**config.mk**
```make
export PLATFORM = sky130hd
export DESIGN_NAME = player_move_ctrl
export DESIGN_NICKNAME = d
export VERILOG_FILES = /design/src/rtl/player_move_ctrl.sv
export SDC_FILE = /design/constraint.sdc
export NUM_CORES = 1
export LEC_CHECK = 0
export ABC_AREA = 1
export CELL_PAD_IN_SITES_DETAIL_PLACEMENT = 1
export CELL_PAD_IN_SITES_GLOBAL_PLACEMENT = 2
export CORE_MARGIN = 1
export CORE_UTILIZATION = 32
export CTS_BUF_LIST = sky130_fd_sc_hd__clkbuf_16
export DETAILED_ROUTE_END_ITERATION = 10
export GPL_ROUTABILITY_DRIVEN = 0
export MAX_ROUTING_LAYER = met4
export PLACE_DENSITY_LB_ADDON = 0.1
export SLEW_MARGIN = 0
export SYNTH_ARGS = -nofsm -noshare
export SYNTH_HDL_FRONTEND = slang
export SYNTH_SLANG_ARGS = --single-unit
export TNS_END_PERCENT = 20
```
**constraint.sdc**
```tcl
create_clock -name clk -period 4.83 [get_ports clk]
set_input_delay 0.483 -clock clk [delete_from_list [all_inputs] [get_ports clk]]
set_output_delay 0.483 -clock clk [all_outputs]
set_load 0.005 [all_outputs]
```
**src/rtl/player_move_ctrl.sv**
```systemverilog
// Player A/B position controller for the 10x6 tile grid.
// Keyboard moves are queued per player and committed only on frame ticks.
module player_move_ctrl #(
   parameter int unsigned MOVE_FRAMES = 4,
   parameter int unsigned A_INIT_H    = 1,
   parameter int unsigned A_INIT_V    = 1,
   parameter int unsigned B_INIT_H    = 8,
   parameter int unsigned B_INIT_V    = 5
) (
   input  logic       clk,
   input  logic       rst,
   input  logic       frame_tick,
   input  logic       key_valid,
   input  logic       key_player,
   input  logic [1:0] key_dir,
   output logic [3:0] curAh,
   output logic [3:0] curAv,
   output logic [3:0] curBh,
   output logic [3:0] curBv,
   output logic [1:0] move_ack,
   output logic [1:0] bump
);

   localparam logic [3:0] CD_LOAD = 4'(MOVE_FRAMES - 1);

   logic       pend_a, pend_b;
   logic [1:0] dir_a, dir_b;
   logic [3:0] cd_a, cd_b;

   logic [4:0] a_th, a_tv, b_th, b_tv;
   logic       a_go, b_go, a_acc, b_acc;
   logic [3:0] a_nh, a_nv;

   // Target tile, 5 bits wide so that 0-1 lands out of range instead of wrapping.
   function automatic logic [9:0] next_tile(input logic [3:0] h, input logic [3:0] v,
                                            input logic [1:0] d);
      logic [4:0] th, tv;
      th = {1'b0, h};
      tv = {1'b0, v};
      case (d)
         2'b00:   tv = tv - 5'd1;
         2'b01:   tv = tv + 5'd1;
         2'b10:   th = th - 5'd1;
         default: th = th + 5'd1;
      endcase
      return {th, tv};
   endfunction

   function automatic logic legal(input logic [4:0] th, input logic [4:0] tv);
      return (th <= 5'd9) && (tv <= 5'd5) &&
             !(((th % 5'd3) != 5'd0) && (tv[1:0] == 2'b00));
   endfunction

   // A commits first; B then checks against A's post-commit position.
   always_comb begin
      {a_th, a_tv} = next_tile(curAh, curAv, dir_a);
      a_go  = frame_tick && (cd_a == 4'd0) && pend_a;
      a_acc = a_go && legal(a_th, a_tv) &&
              !((a_th == {1'b0, curBh}) && (a_tv == {1'b0, curBv}));
      a_nh  = a_acc ? a_th[3:0] : curAh;
      a_nv  = a_acc ? a_tv[3:0] : curAv;

      {b_th, b_tv} = next_tile(curBh, curBv, dir_b);
      b_go  = frame_tick && (cd_b == 4'd0) && pend_b;
      b_acc = b_go && legal(b_th, b_tv) &&
              !((b_th == {1'b0, a_nh}) && (b_tv == {1'b0, a_nv}));
   end

   always_ff @(posedge clk) begin
      if (rst) begin
         curAh    <= 4'(A_INIT_H);
         curAv    <= 4'(A_INIT_V);
         curBh    <= 4'(B_INIT_H);
         curBv    <= 4'(B_INIT_V);
         move_ack <= 2'b00;
         bump     <= 2'b00;
         pend_a   <= 1'b0;
         pend_b   <= 1'b0;
         dir_a    <= 2'b00;
         dir_b    <= 2'b00;
         cd_a     <= 4'd0;
         cd_b     <= 4'd0;
      end else begin
         move_ack <= {b_acc, a_acc};
         bump     <= {b_go & ~b_acc, a_go & ~a_acc};
         curAh    <= a_nh;
         curAv    <= a_nv;
         if (b_acc) begin
            curBh <= b_th[3:0];
            curBv <= b_tv[3:0];
         end

         if (frame_tick) begin
            if (cd_a != 4'd0) cd_a <= cd_a - 4'd1;
            else if (a_acc)   cd_a <= CD_LOAD;
            if (cd_b != 4'd0) cd_b <= cd_b - 4'd1;
            else if (b_acc)   cd_b <= CD_LOAD;
         end

         // A request arriving on a tick cycle is kept for the next tick.
         if (a_go) pend_a <= 1'b0;
         if (b_go) pend_b <= 1'b0;
         if (key_valid && !key_player) begin
            pend_a <= 1'b1;
            dir_a  <= key_dir;
         end
         if (key_valid && key_player) begin
            pend_b <= 1'b1;
            dir_b  <= key_dir;
         end
      end
   end

endmodule

```
-- After elaboration in Yosys (flattened, before gate mapping)
Cells that the tools add are included.
W data, S select, Z words.
- register bits after elaboration: 34
- input bits: 7
- output and inout bits: 20
- word-level logic and storage cells: 95
- $add $sub $neg: 10
- div/mod/pow operators: 2
- magnitude comparators: 4
- equality and inequality tests: 8
- mux-type cells: 14
- bitwise operators: 4
- reduce and logical (&&, ||, !) cells: 41
- operator list (kind ; count):
    $pmux W5 S2 ; 4
    $mux W4 ; 6
    $add A4 B1 Y5 const B ; 4
    $eq A5 B4 Y1 ; 4
    $sub A4 B1 Y5 const B ; 4
    $logic_and A1 B1 Y1 ; 18
    $le A5 B3 Y1 const B ; 2
    $le A5 B4 Y1 const B ; 2
    $mod A5 B2 Y5 const B ; 2
    $reduce_bool A5 Y1 ; 2
    $logic_not A2 Y1 ; 4
    $logic_not A4 Y1 ; 2
    $reduce_bool A2 Y1 ; 4
    $reduce_bool A4 Y1 ; 2
    $sub A4 B1 Y4 const B ; 2
    $logic_not A1 Y1 ; 5
    $eq A2 B1 Y1 const B ; 2
    $eq A2 B2 Y1 const B ; 2
    $mux W1 ; 4
    $reduce_and A2 Y1 ; 2
    $reduce_or A2 Y1 ; 2
    $and A1 B1 Y1 ; 2
    $not A1 Y1 ; 2

-- Depth between registers and ports, before layout
Gate-level depths: netlist (run 1).
- word-level depth: 17
- mapped depth: 44
- depth with buffers taken out: 43

-- Worst setup path after synthesis (run 1)
OpenSTA, ideal clock, no wires.
- path type: register to register
- from: register dir_b[1]
- to: register curBv[2]
- library setup time: 0.129 ns
- data arrival time: 3.809 ns
- data required time: 4.701 ns
- path slack: 0.892 ns
- stages on the path, launching flop included: 31
- buffers on the path: 1
- period minus slack after synthesis: 3.938 ns
- cell sequence: dfxtp_1 inv_1 nor2_1 ha_1 a21oi_1 nand2_1 xor2_1 nand2_1 o21ai_1 ha_1 inv_1 o21ai_1 nand2_1 nand2_1 inv_1 nand2_1 nand2_1 a21oi_1 nand2_1 nand2_1 inv_1 ha_1 nor2_1 o211ai_1 nor3b_1 nor2_1 a21oi_1 nand2_2 buf_6 a21oi_1 o21ai_0
- word-level cells in the longest chain between the ends: 10
- elaborated cells on any way between the ends: 21
- classes of those cells: 1 x div; 2 x order compare; 4 x eq/ne; 2 x mux; 12 x reduce/logical
- ends and longest elaborated chain (what ; RTL line ; RTL):
    from (decl) ; 27 ; logic [1:0] dir_a, dir_b;
    from (signal assigned) ; 109 ; dir_b <= key_dir;
    $eq A2 B1 Y1 / $logic_not A2 Y1 (equally long branches) ; 40 ; case (d)
    $reduce_or A2 Y1 (no line) ; - ;
    $pmux W5 S2 * ; 40 ;
    net b_th[3] ; 30 ; logic [4:0] a_th, a_tv, b_th, b_tv;
    $mod A5 B2 Y5 ; 51 ; !(((th % 5'd3) != 5'd0) && (tv[1:0] == 2'b00));
    $reduce_bool A5 Y1 ; 51 ;
    $logic_and A1 B1 Y1 ; 51 ;
    $logic_not A1 Y1 ; 51 ;
    $logic_and A1 B1 Y1 ; 50 ; return (th <= 5'd9) && (tv <= 5'd5) &&
    $logic_and A1 B1 Y1 ; 65 ; b_acc = b_go && legal(b_th, b_tv) &&
    $logic_and A1 B1 Y1 * ; 65 ;
    to (signal assigned) ; 74 ; curBv <= 4'(B_INIT_V);
    to (signal assigned) ; 90 ; curBv <= b_tv[3:0];
    to (decl) ; 19 ; output logic [3:0] curBv,
The timed path passes the listed nets; every way through them passes the cells marked *.
A chain may end at the register's enable or synchronous reset.

-- Worst setup path after layout (run 1)
- from: register dir_a[0]
- to: register cd_b[2]
- word-level cells in the longest chain between the ends: 17
- elaborated cells on any way between the ends: 30
- classes of those cells: 1 x div; 2 x order compare; 6 x eq/ne; 4 x mux; 17 x reduce/logical
- ends and longest elaborated chain (what ; RTL line ; RTL):
    from (decl) ; 27 ;
    from (signal assigned) ; 105 ; dir_a <= key_dir;
    $eq A2 B1 Y1 / $logic_not A2 Y1 (equally long branches) ; 40 ;
    $reduce_or A2 Y1 (no line) ; - ;
    $pmux W5 S2 ; 40 ;
    $mod A5 B2 Y5 ; 51 ;
    $reduce_bool A5 Y1 ; 51 ;
    $logic_and A1 B1 Y1 ; 51 ;
    $logic_not A1 Y1 ; 51 ;
    $logic_and A1 B1 Y1 ; 50 ;
    $logic_and A1 B1 Y1 (2 in series) ; 58 ; a_acc = a_go && legal(a_th, a_tv) &&
    $mux W4 (on tied branches) ; 60, 61 ;
    $eq A5 B4 Y1 ; 66 ; !((b_th == {1'b0, a_nh}) && (b_tv == {1'b0, a_nv}));
    $logic_and A1 B1 Y1 * ; 66 ;
    $logic_not A1 Y1 * ; 66 ;
    $logic_and A1 B1 Y1 * ; 65 ;
    $reduce_bool A2 Y1 (no line) * ; - ;
    $reduce_and A2 Y1 (no line) * ; - ;
    to (signal assigned) ; 96 ; if (cd_b != 4'd0) cd_b <= cd_b - 4'd1;
    to (decl) ; 28 ; logic [3:0] cd_a, cd_b;
Mark *: on every way between the ends. The rest lies on a longest branch, timed or not.

==> results of run 1 <==
stage by stage:
| stage | setup WS, ns | cells | TNS [ns] | hold WS, ns | cell area [µm²] |
|---|---|---|---|---|---|
| 4_1_cts | 0.1205 | 661 | 0 | 0.4828 | 3719 |
| 2_1_floorplan | 0.8916 | 494 | 0 | 0.4392 | 3084 |
| 6_report | 0.5680 | 664 | 0 | 0.4715 | 3830 |
| 5_1_grt | -0.007435 | 664 | -0.007435 | 0.5193 | 3830 |
| 3_3_place_gp | 0.2976 | 653 | 0 | 0.4539 | 3548 |
| 3_5_place_dp | 0.1418 | 653 | 0 | 0.4742 | 3548 |
worst max-delay path: cells and delay by family, from the launching register on:
family,cells,cell delay (ns)
buffers and inverters,5,0.40
flip-flops,1,0.34
AO/OA/AOI/OAI,1,0.11
adder cells (fa/ha/maj),2,0.47
AND/OR/NAND/NOR,29,2.85
flip-flops by register name (all words and copies together), names as in the netlist:
register  count
curBh         4
pend_b        1
curBv         4
dir_a         2
cd_a          4
curAh         4
cd_b          4
curAv         4
move_ack      2
bump          2
pend_a        1
dir_b         2
cells in the final DEF (no fill, tap or decap), drive strengths merged, types with 3 or more instances in the layout:
cell type / netlist / final
nand2: 147 / 147
o211ai: 4 / 4
clkbuf: 4 / 5
clkdlybuf4s50: 0 / 26
fa: 3 / 3
nand4: 5 / 5
ha: 20 / 20
nor3: 3 / 3
nor2: 34 / 34
o21ai: 33 / 33
dfxtp: 34 / 34
nand3: 58 / 58
nand3b: 3 / 3
xor2: 10 / 10
inv: 73 / 73
a21oi: 36 / 36
buf: 5 / 16
area by class of cell:
cell class	instances	area share [%]
multi-input cells	377	55.93
flip-flops and latches	34	17.84
inverters	74	7.318
clock buffers	5	3.267
repair buffers	42	10.26
well taps	129	4.214
clock inverters	3	1.176
per-layer routing:
metal	vias to the layer above	track usage [%]	share of wire, %
met3	2	2.089	1.4
met2	29	39.62	51
met5	-	-	0
met1	1560	28.02	47
met4	0	4.013	0.28
li1	1694	-	-
path summary, 6_finish.rpt:
path                               from  depth (start not counted)  slack [ns]                   end
hold reg to reg    cd_b[2]$_SDFFE_PP0P_                          2        0.47  cd_b[2]$_SDFFE_PP0P_
hold / removal     cd_b[2]$_SDFFE_PP0P_                          2        0.47  cd_b[2]$_SDFFE_PP0P_
setup reg to reg  dir_a[0]$_SDFFE_PP0P_                         37        0.57  cd_b[2]$_SDFFE_PP0P_
setup / recovery  dir_a[0]$_SDFFE_PP0P_                         37        0.57  cd_b[2]$_SDFFE_PP0P_
cell families after synthesis:
logic type | after synthesis | share of synthesized area (%)
AO/OA/AOI/OAI | 85 | 15.46
XOR/XNOR | 12 | 3.408
adder cells (fa/ha/maj) | 23 | 10.06
buffers and inverters | 83 | 10.87
flip-flops | 34 | 22.07
multiplexers | 1 | 0.3246
AND/OR/NAND/NOR | 256 | 37.81
power groups by stage:
stage | sequential [mW] | combinational [mW] | clock [mW]
finish | 0.331 | 0.477 | 0.373
global route | 0.335 | 0.552 | 0.392
global placement | 0.335 | 0.443 | 0
detailed placement | 0.336 | 0.461 | 0
CTS | 0.330 | 0.464 | 0.381
floorplan | 0.331 | 0.339 | 0
timing repair:
item	in CTS	in global routing
setup endpoints to repair	0	14
gates resized for setup	0	24
buffers inserted	0	3
==> qor.yml, run 1 <==
yosys:
  syn_nets: 524
  synth-edff-count: 0
  yosysTopAreaCell: "dfxtp_1"
  synth_ff_type: "dfxtp_1"
  netlist_area_um2: 3084
  yosys-top-cells-count: "nand2_1 (135), inv_1 (64), nand3_1 (53)"
  synth_cell_type_count: 45
  ys_seq_area_share_pct: 22.07
  yosysWarningCount: 0
  avgSynthCellArea_um2: 6.243
  netlist_instances: 494
  yosys_register_bits: 34
  synth_top_area_share_pct: 22.07
  synth_most_common_cell: "nand2_1"
  synthTopCellsByArea: "dfxtp_1 (22%), nand2_1 (16%), nand3_1 (8.6%)"
  ys_async_sr_fraction_pct: 0
drt:
  first_iter_violations: 92
  viasPerCell: 4.947
  first_pass_iters: 4
  ant_nets: 0
  route.final.wire_length_um: 10220
  wire_per_inst_um: 15.39
  drc_errors: 0
  num_vias: 3285
timing:
  min_period_ns: 4.262
  maxSlewHeadroom_pct: 53.19
  worst_pin_slew_ns: 0.7000
  finClkSkew_ns: 0.006013
  drv_slew: 0
  setup_viol: 0
  hold_violations: 0
  min_period_over_period_pct: 88.24
  fmax_ghz: 0.2346
floorplanning:
  die_area_um2: 10040
  die_h_um: 100.2
  io_pins: 27
  fp.coreArea_um2: 9284
  initial_core_util_pct: 33.22
  die_w_um: 100.2
  rows: 35
power_and_ir_drop:
  power.switching_mw: 0.4550
  p_leak_nw: 1.833
  pwr-share-comb_pct: 40.4
  seq_power_share_pct: 28.0
  swShare_pct: 38.56
  internal_power_mw: 0.7249
  power.density_nw_per_um2: 308.1
  clkPwrFrac_pct: 31.6
  fin_total_pwr_mw: 1.180
  peakVddDrop_mv: 0.2147
global_routing:
  antenna_found_initial: 0
  grt_pass1_vias: 3496
  grt_start_max_net_pins: 19
  overflow: 0
  grt_pass1_wl_um: 17310
  grt_util_all_layers_pct: 22.43
finish:
  fill_cells: 1227
  postLayoutCoreUtil_pct: 41.25
  nets: 564
  syn_to_final_growth_pct: 24.18
  multiInputGateArea_um2: 2142
  seqCellArea_um2: 683.2
  drive_gt1_share_pct: 14.95
  antennaDiodeCount: 0
placed_design:
  portBuffers: 26
  dpl.hpwl_um: 8224
clock_tree:
  htreeDepth: 2
  cts-buffers-inserted: 5
  ctsHoldBuffers: 0
  cts_max_path_buffers: 2
  cts.sinks: 34
  path_clk_slew_ns: 0.06
  cts_tree: "yes"
  root_buffer: "clkbuf_16"
  insertion_delay_ns: 0.28
worst_setup_path:
  end_kind: "flip-flop"
  crit_arrival_ns: 4.46
  required_ns: 5.03
  cpPeakStageDelay_ns: 0.34
  crit_type: "reg2reg"
  cpMaxStageDelayCell: "dfxtp_2"
  crit_path_start_kind: "flip-flop"
  path_common_cell: "nand2_1"
  path_max_fanout: 8
status:
  outcome: "finished, final reports clean"
min_path:
  hp-class: "reg2reg"
job:
  drv_cap: 0
Power figures use the tool's default switching activity.
==> run 2: changes to the inputs <==
--- a/config.mk
+++ b/config.mk
@@ -9,7 +9,7 @@
 export CELL_PAD_IN_SITES_DETAIL_PLACEMENT = 1
 export CELL_PAD_IN_SITES_GLOBAL_PLACEMENT = 2
 export CORE_MARGIN = 1
-export CORE_UTILIZATION = 32
+export CORE_UTILIZATION = 34
 export CTS_BUF_LIST = sky130_fd_sc_hd__clkbuf_16
 export DETAILED_ROUTE_END_ITERATION = 10
 export GPL_ROUTABILITY_DRIVEN = 0
==> constraint.sdc (replaced) <==
create_clock -name clk -period 5.1 [get_ports clk]
set_input_delay 0.51 -clock clk [delete_from_list [all_inputs] [get_ports clk]]
set_output_delay 0.51 -clock clk [all_outputs]
set_load 0.005 [all_outputs]
==> run 2 against run 1 <==
Net effect:
- first-iteration DRC count stayed put
- final cell count is 4.5% lower
- die area decreased by 5.8%
- sequential share of layout area increased by 0.71 points
- register-to-register slack gained 0.07 ns
- combinational power fell by 9.6%
- maximum frequency is 4.4% lower
- total power down 2.6%
- critical path depth stayed put
- non-clock buffer count shrank 9
==> qor.yml, run 2 (synthesis results as in run 1) <==
worst_setup_path:
  cpPeakStageDelay_ns: 0.46  # +0.12 ns
  rrSetupSlack_ns: 0.64  # +0.07 ns
  r2r_end: "cd_b[2]$_SDFFE_PP0P_"
  worstReg2RegStart: "curAh[1]$_SDFF_PP0_"
  path_common_cell: "nand2_1"
  setup.worst_path.start: "curAh[1]$_SDFF_PP0_"
  end_kind: "flip-flop"
  path_max_fanout: 14  # +6
  crit_arrival_ns: 4.66  # +0.20 ns
  cpMaxStageDelayCell: "dfxtp_1"
  required_ns: 5.30  # +0.27 ns
  crit_path_start_kind: "flip-flop"
  crit_type: "reg2reg"
  crit_end: "cd_b[2]$_SDFFE_PP0P_"
  rr_worst_depth: 37  # unchanged
finish:
  multiInputGateArea_um2: 2090  # -2.5%
  final_common_cell: "nand2_1"
  mostFrequentLayoutCells: "nand2_1 (133), inv_1 (63), nand3_1 (53)"
  antennaDiodeCount: 0  # unchanged
  fin_area_um2: 3697  # -3.5%
  postLayoutCoreUtil_pct: 42.19  # +0.94 points
  nets: 555  # -1.6%
  syn_to_final_growth_pct: 19.88
  seqCellArea_um2: 685.7  # +0.37%
  drive_gt1_share_pct: 10.46  # -4.5 points
  fill_cells: 1174  # -4.3%
clock_tree:
  cts_max_path_buffers: 2  # unchanged
  root_buffer: "clkbuf_16"
  cts_tree: "yes"
  cts-buffers-inserted: 5  # unchanged
  htreeDepth: 2  # unchanged
  ctsHoldBuffers: 0  # unchanged
  postCtsSetupBuffers: 0  # unchanged
  post_cts_resize_count: 0  # unchanged
  insertion_delay_ns: 0.28  # about the same
  path_clk_slew_ns: 0.06  # about the same
  cts.sinks: 34  # unchanged
power_and_ir_drop:
  clkPwrFrac_pct: 35.1  # +3.5 points
  power.switching_mw: 0.4201  # -7.7%
  peakVddDrop_mv: 0.1841  # -14%
  p_leak_nw: 1.798  # -1.9%
  seq_power_share_pct: 27.4  # -0.6 points
  pwr-share-comb_pct: 37.5  # -2.9 points
  power.density_nw_per_um2: 310.7  # +0.84%
  swShare_pct: 36.57  # -2.0 points
  internal_power_mw: 0.7286  # +0.51%
drt:
  wire_per_inst_um: 15.77  # +2.5%
  drc_errors: 0  # unchanged
  viasPerCell: 5.110  # +3.3%
  first_iter_violations: 92  # unchanged
  num_vias: 3240  # -1.4%
  first_pass_iters: 4  # unchanged
  ant_nets: 0  # unchanged
  route.final.wire_length_um: 10000  # -2.2%
timing:
  min_period_ns: 4.460  # +0.1980 ns
  fin_tns_setup_ns: 0  # unchanged
  worst_slack_ns: 0.6400  # +0.07204 ns
  fmax_ghz: 0.2242  # -4.4%
  rsz0062_at_grt: "false"
  hold_violations: 0  # unchanged
  setup_viol: 0  # unchanged
  drv_slew: 0  # unchanged
  min_period_over_period_pct: 87.45  # -0.79 points
  maxSlewHeadroom_pct: 53.07  # -0.12 points
  worst_pin_slew_ns: 0.6863  # -0.01368 ns
  finClkSkew_ns: 0.003310  # -0.002703 ns
global_routing:
  grt_start_max_net_pins: 19  # unchanged
  grt_util_all_layers_pct: 23.20  # +0.77 points
  antenna_found_initial: 0  # unchanged
  grt_pass1_wl_um: 17480  # +0.99%
  grt_pass1_vias: 3455  # -1.2%
  overflow: 0  # unchanged
job:
  drv_cap: 0  # unchanged
status:
  outcome: "finished, final reports clean"
placed_design:
  portBuffers: 26  # unchanged
  dpl.hpwl_um: 8100  # -1.5%
  place_area_um2: 3477  # -2.0%
  pre_cts_ws_ns: 0.2478  # +0.1059 ns
min_path:
  hp-class: "reg2reg"
  worstHoldStart: "cd_b[2]$_SDFFE_PP0P_"
floorplanning:
  io_pins: 27  # unchanged
  die_area_um2: 9456  # -5.8%
  die_h_um: 97.24  # -2.9%
  die_w_um: 97.24  # -2.9%
  initial_core_util_pct: 35.19  # +2.0 points
  fp.coreArea_um2: 8763  # -5.6%
  rows: 34  # -2.9%
run 2: stage by stage:
stage / total power [mW] / instances / hold slack [ns]
floorplan: 0.6349 / 494 / 0.4392
global placement: 0.7326 / 626 / 0.4531
detailed placement: 0.7492 / 626 / 0.4604
finish: 1.149 / 634 / 0.4674
CTS: 1.156 / 634 / 0.4689
global route: 1.242 / 634 / 0.4939
run 2: power by group through the flow:
| stage | clock, mW | combinational [mW] | sequential, mW |
|---|---|---|---|
| final | 0.403 | 0.431 | 0.315 |
| after global routing | 0.422 | 0.502 | 0.318 |
| after CTS | 0.409 | 0.433 | 0.315 |
| after detailed placement | 0 | 0.429 | 0.320 |
| after global placement | 0 | 0.414 | 0.319 |
| after floorplan | 0 | 0.321 | 0.314 |
run 2: final cells by class:
type | instances | area share (%)
Clock buffer | 5 | 3.384
Clock inverter | 3 | 1.861
Inverter | 74 | 7.580
Multi-Input combinational cell | 377 | 56.51
Sequential cell | 34 | 18.54
Tap cell | 108 | 3.655
Timing Repair Buffer | 33 | 8.460
run 2: worst max-delay path, delay by kind of cell (launching register included):
family                   cells  cell delay (ns)
adder cells (fa/ha/maj)      2             0.47
AND/OR/NAND/NOR             30             2.91
buffers and inverters        3             0.17
AO/OA/AOI/OAI                2             0.39
flip-flops                   1             0.46
run 2: metal layers:
metal	routed length (µm)	GRT usage [%]	share of wire, %	up-vias
met1	4872	29.51	49	1540
met5	0	-	0	-
met3	110	2.230	1.1	6
met4	71	4.186	0.71	0
met2	4946	40.36	49	22
li1	-	-	-	1672
run 2: worst min-delay path by stage:
| stage | to | depth (start not counted) | slack (ns) |
|---|---|---|---|
| 2_1_floorplan | cd_b[2]$_SDFFE_PP0P_ | 2 | 0.44 |
| 3_3_place_gp | cd_b[2]$_SDFFE_PP0P_ | 2 | 0.45 |
| 3_5_place_dp | cd_b[2]$_SDFFE_PP0P_ | 2 | 0.46 |
| 4_1_cts | cd_b[2]$_SDFFE_PP0P_ | 2 | 0.47 |
| 5_1_grt | cd_b[2]$_SDFFE_PP0P_ | 2 | 0.49 |
| 6_report | cd_b[2]$_SDFFE_PP0P_ | 2 | 0.47 |
